==> config.mk <==
export PLATFORM = sky130hd
export DESIGN_NAME = pc_fetch_unit
export DESIGN_NICKNAME = d
export VERILOG_FILES = /design/src/rtl/pc_fetch_pkg.sv /design/src/rtl/fetch_timeout_cnt.sv /design/src/rtl/pc_fetch_unit.sv
export SDC_FILE = /design/constraint.sdc
export NUM_CORES = 1
export LEC_CHECK = 0
export ABC_AREA = 1
export CORE_MARGIN = 1
export CORE_UTILIZATION = 42
export CTS_BUF_LIST = sky130_fd_sc_hd__clkbuf_4 sky130_fd_sc_hd__clkbuf_8
export DETAILED_ROUTE_END_ITERATION = 7
export GPL_ROUTABILITY_DRIVEN = 0
export PLACE_DENSITY = 0.85
export SYNTH_ARGS = -nofsm -noshare
export SYNTH_HDL_FRONTEND = slang
export SYNTH_SLANG_ARGS = --single-unit
==> constraint.sdc <==
create_clock -name clock -period 3.1 [get_ports clock]
set_input_delay 0.465 -clock clock [delete_from_list [all_inputs] [get_ports clock]]
set_output_delay 0.465 -clock clock [all_outputs]
set_load 0.03 [all_outputs]
==> src/rtl/pc_fetch_pkg.sv <==
// Shared types and constants for the PC/fetch stage: FSM states, PC increment, word-alignment mask.
// Used by pc_fetch_unit; PC_ALIGN_CHECK_EN in the top selects trap-vs-truncate on misaligned targets.
package pc_fetch_pkg;

  typedef enum logic [1:0] {
    IDLE  = 2'd0,
    FETCH = 2'd1,
    EXEC  = 2'd2,
    ERROR = 2'd3
  } fetch_state_t;

  localparam logic [31:0] PC_INCR       = 32'd4;
  localparam logic [31:0] PC_ALIGN_MASK = 32'h0000_0003;

  function automatic logic [31:0] pc_align(input logic [31:0] pc);
    return pc & ~PC_ALIGN_MASK;
  endfunction

endpackage

==> src/rtl/fetch_timeout_cnt.sv <==
// Fetch wait-cycle counter: 8-bit, clear has priority over enable, no output latency on term.
// term flags that the next enabled increment reaches TIMEOUT, so the parent can leave on that edge.
module fetch_timeout_cnt #(
  parameter int unsigned TIMEOUT = 16
) (
  input  logic clock,
  input  logic reset,
  input  logic clr,
  input  logic en,
  output logic term
);

  logic [7:0] count;
  logic [7:0] count_inc;

  assign count_inc = count + 8'd1;
  assign term      = (count_inc == 8'(TIMEOUT));

  always_ff @(posedge clock or posedge reset) begin
    if (reset) begin
      count <= 8'd0;
    end else if (clr) begin
      count <= 8'd0;
    end else if (en) begin
      count <= count_inc;
    end
  end

endmodule

==> src/rtl/pc_fetch_unit.sv <==
// PC register + imem req/ack fetch FSM; 2 cycles/instr at zero wait, +1 per wait cycle, TIMEOUT waits -> sticky ERROR.
// Stall holds EXEC (PC/Instr frozen); PC_ALIGN_CHECK_EN traps misaligned targets, otherwise low PC bits are dropped.
module pc_fetch_unit
  import pc_fetch_pkg::*;
#(
  parameter logic [31:0] RESET_PC = 32'h0000_0000,
  parameter int unsigned TIMEOUT  = 16
) (
  input  logic        clock,
  input  logic        reset,
  input  logic [31:0] NewInput_Pc,
  input  logic        Stall,
  input  logic        Imem_Ack,
  input  logic [31:0] Imem_Data,
  output logic        Imem_Req,
  output logic [31:0] Imem_Addr,
  output logic [31:0] Exit_Pc,
  output logic [31:0] Exit_ALU_Pc,
  output logic [31:0] Instr,
  output logic        Instr_Valid,
  output logic        Fetch_Error
);

  fetch_state_t state_q, state_d;
  logic [31:0]  pc_q;
  logic [31:0]  instr_q;
  logic         pc_load;
  logic         instr_load;
  logic         cnt_clr;
  logic         cnt_en;
  logic         cnt_term;

  fetch_timeout_cnt #(.TIMEOUT(TIMEOUT)) u_timeout (
    .clock (clock),
    .reset (reset),
    .clr   (cnt_clr),
    .en    (cnt_en),
    .term  (cnt_term)
  );

  always_ff @(posedge clock or posedge reset) begin
    if (reset) begin
      state_q <= IDLE;
    end else begin
      state_q <= state_d;
    end
  end

  always_comb begin
    state_d     = state_q;
    pc_load     = 1'b0;
    instr_load  = 1'b0;
    cnt_clr     = 1'b0;
    cnt_en      = 1'b0;
    Imem_Req    = 1'b0;
    Instr_Valid = 1'b0;
    Fetch_Error = 1'b0;
    case (state_q)
      IDLE: state_d = FETCH;
      FETCH: begin
        Imem_Req = 1'b1;
        // ack takes priority over a timeout landing on the same edge
        if (Imem_Ack) begin
          instr_load = 1'b1;
          cnt_clr    = 1'b1;
          state_d    = EXEC;
        end else begin
          cnt_en = 1'b1;
          if (cnt_term) state_d = ERROR;
        end
      end
      EXEC: begin
        Instr_Valid = 1'b1;
        if (!Stall) begin
`ifdef PC_ALIGN_CHECK_EN
          if (|(NewInput_Pc & PC_ALIGN_MASK)) begin
            state_d = ERROR;
          end else begin
            pc_load = 1'b1;
            state_d = FETCH;
          end
`else
          pc_load = 1'b1;
          state_d = FETCH;
`endif
        end
      end
      ERROR: Fetch_Error = 1'b1;
      default: state_d = IDLE;
    endcase
  end

  always_ff @(posedge clock or posedge reset) begin
    if (reset) begin
      pc_q    <= RESET_PC;
      instr_q <= 32'd0;
    end else begin
      if (pc_load)    pc_q    <= pc_align(NewInput_Pc);
      if (instr_load) instr_q <= Imem_Data;
    end
  end

  assign Imem_Addr   = pc_q;
  assign Exit_Pc     = pc_q;
  assign Exit_ALU_Pc = pc_q + PC_INCR;
  assign Instr       = instr_q;

endmodule

==> impl_metrics.yaml <==
sta:
  final_max_slew_viol_count: 0
  fmax_ghz: 0.348
  setup_viol: 0
  fin_tns_setup_ps: 0
  skew_ps: 11.3
  relSlewSlack_pct: 53.0
  tightest_slew_ps: 704
  post-route-period-util_pct: 92.8
  final_hold_viol_count: 0
  period_needed_ps: 2880
  rsz0062_at_grt: "no"
layout:
  num_antenna_cells: 0
  drive_above_1_share_pct: 12.9
  final_util_pct: 65.9
  nNetsFinal: 672
  stdcell_area_mm2: 0.00612
  syn2layout_area_growth_pct: 51.3
route:
  drt_first_pass_iters: 5
  drc: 0
  totalWireLength_um: 11200
  drtIter0Drc: 108
  wire_per_inst_um: 15.3
  ant_nets: 0
  vias: 3531
  vias_per_cell: 4.80
synth:
  yosysWarningCount: 0
  ys_seq_area_share_pct: 44.5
  synthCells: 435
  synth_top_area_share_pct: 44.5
  yosys-top-cells-area: "dfrtp_1 45%, mux2_4 11%, buf_4 6.7%"
  synth_top_area_cell: "dfrtp_1"
  ys_ff_latch: 72
  syn_avg_cell_area_um2: 9.30
  yosys.cell_types.count: 32
  syn_area_mm2: 0.00405
grt:
  grt_antenna_before_repair: 0
  grt_pass1_wl_um: 17800
  grt_max_degree: 40
  gr-total-overflow: 0
  grt_pass1_vias: 3623
  grt_usage_pct: 23.0
setup_path:
  startpoint_type: "flip-flop"
  arrival_ps: 2410
  critPathCaptureType: "primary output"
  cp_num_buf_inv: 1
  cpMaxStageDelayCell: "clkdlybuf4s50_1"
  critPathKind: "flip-flop to primary output"
  path_delay_family: "buffers and inverters"
  cpPeakStageDelay_ps: 690
  cp_max_fo: 6
  path_cells: "ha_1 -> nand3_1 -> nor2_2 -> xor2_1 -> clkdlybuf4s50_1"
  cp.required_ps: 2630
clocking:
  clk_pin_slew_ps: 80
  cts_tree: "yes"
  cts_setup_buffers: 0
  cts_root_buffer: "clkbuf_8"
  cts_sinks: 72
  cts_max_path_buffers: 2
  htree_num_levels: 3
  ctsHoldBuffers: 0
  clk_latency_ps: 330
  cts_buffers: 9
  cts_resized: 0
flow_run:
  cap_violations: 0
die:
  die_x_um: 100
  chipHeight_um: 100
  core-area_mm2: 0.00928
  start_util_pct: 43.6
  die-area_mm2: 0.0100
  ios: 199
  fp-row-count: 35
power:
  p_per_area_mw_per_mm2: 1250
  vdd_drop_max_uv: 620
  leakagePower_nw: 2.88
worst_hold_path:
  hold_class: "flip-flop to flip-flop"
placement:
  place_hpwl_um: 8830
  port_buffers: 190
  placed_area_mm2: 0.00584
run_status:
  outcome: "finished, final reports clean"
-- sequential cells by signal, indices dropped and copies added (netlist names) --
register / flops
u_timeout.count: 8
Instr: 32
state_q: 2
Exit_Pc: 30
-- cells by family (layout without fill, tap and decap cells) --
logic type	Yosys count	count (layout)	synth area share, %
and+or+nand+nor	167	167	18.3
adders and majority gates	2	2	0.619
muxes	39	39	13.5
other	1	6	0.0927
xor gates and xnor gates	25	25	5.41
buffers and inverters	95	262	13.0
DFF	72	72	44.5
AOI/OAI and AO/OA	34	34	4.42
-- cells in the mapped netlist (all sizes together) --
| master | instances |
|---|---|
| a21oi | 24 |
| a22o | 1 |
| and3 | 1 |
| buf | 42 |
| clkbuf | 2 |
| conb | 1 |
| dfrtp | 72 |
| ha | 2 |
| inv | 51 |
| mux2 | 39 |
| nand2 | 71 |
| nand3 | 22 |
| nand4 | 5 |
| nor2 | 52 |
| nor3 | 15 |
| nor4 | 1 |
| o21ai | 6 |
| o22ai | 2 |
| o31ai | 1 |
| xnor2 | 2 |
| xor2 | 23 |
-- placed cells by master, fill, tap and decap left out, types with 2 or more instances in the layout --
cell	synthesis	layout
nand4_1	5	5
nor3_2	3	6
xnor2_1	2	2
o22ai_1	2	2
ha_1	2	2
a21oi_1	24	24
xor2_1	23	23
mux2_1	5	5
dlymetal6s2s_1	0	5
nand2_2	2	2
nor2_2	5	6
clkdlybuf4s50_1	0	185
nand3_1	21	21
mux2_2	5	5
nand2_1	68	68
conb_1	1	6
bufinv_16	0	2
inv_2	4	5
dfrtp_1	72	72
buf_4	36	4
clkbuf_8	0	12
mux2_4	29	29
nor3_1	12	9
o21ai_0	6	6
inv_1	46	45
nor2_1	47	46
-- path summary, 6_finish.rpt --
kind,startpoint,endpoint,slack [ps],depth (start not counted)
worst max-delay path,Exit_Pc[2],Exit_ALU_Pc[14],220,5
worst min-delay path,Instr[30],Instr[30],500,1
worst max register to register,state_q[0],Instr[28],1490,4
worst min register to register,Instr[30],Instr[30],500,1
max in group asynchronous,reset,Exit_Pc[15],1860,3
min in group asynchronous,reset,Instr[18],570,2
-- power by group --
part / leakage (nW) / switching (mW) / total, mW / internal, mW
Clock: 0.123 / 0.358 / 0.879 / 0.521
Combinational: 1.92 / 2.82 / 4.89 / 2.08
Sequential: 0.836 / 0.488 / 1.86 / 1.37
-- through the flow --
stage | power, mW | setup WS, ps | cells | hold WS, ps
after floorplan | 4.91 | 743 | 440 | 530
after global placement | 6.65 | 451 | 720 | 474
after detailed placement | 6.76 | 440 | 720 | 488
after CTS | 7.66 | 42.6 | 736 | 500
after global routing | 8.03 | 14.2 | 736 | 515
final | 7.63 | 224 | 736 | 500
-- per-layer routing --
metal	vias to the layer above	GRT usage (%)	share of wire (%)
li1	1688	-	-
met1	1659	26.3	38
met2	165	42.4	52
met3	19	5.08	8.2
met4	0	7.25	1.7
met5	-	0	0
-- cell type report --
cell class	instances	area [um2]
sequential	72	1800
clock inverter	4	73.8
timing repair buffer	195	1960
multi-input combinational	273	1760
inverter	51	194
clock buffer	12	165
tap	129	161
fill	755	3160
-- worst register-to-register path, stage by stage (launching register included) --
cell	delay [ps]
dfrtp_1	430
nand2_2	150
inv_4	70
nand2_4	430
mux2_1	400
(Power assumes the default switching activity.)
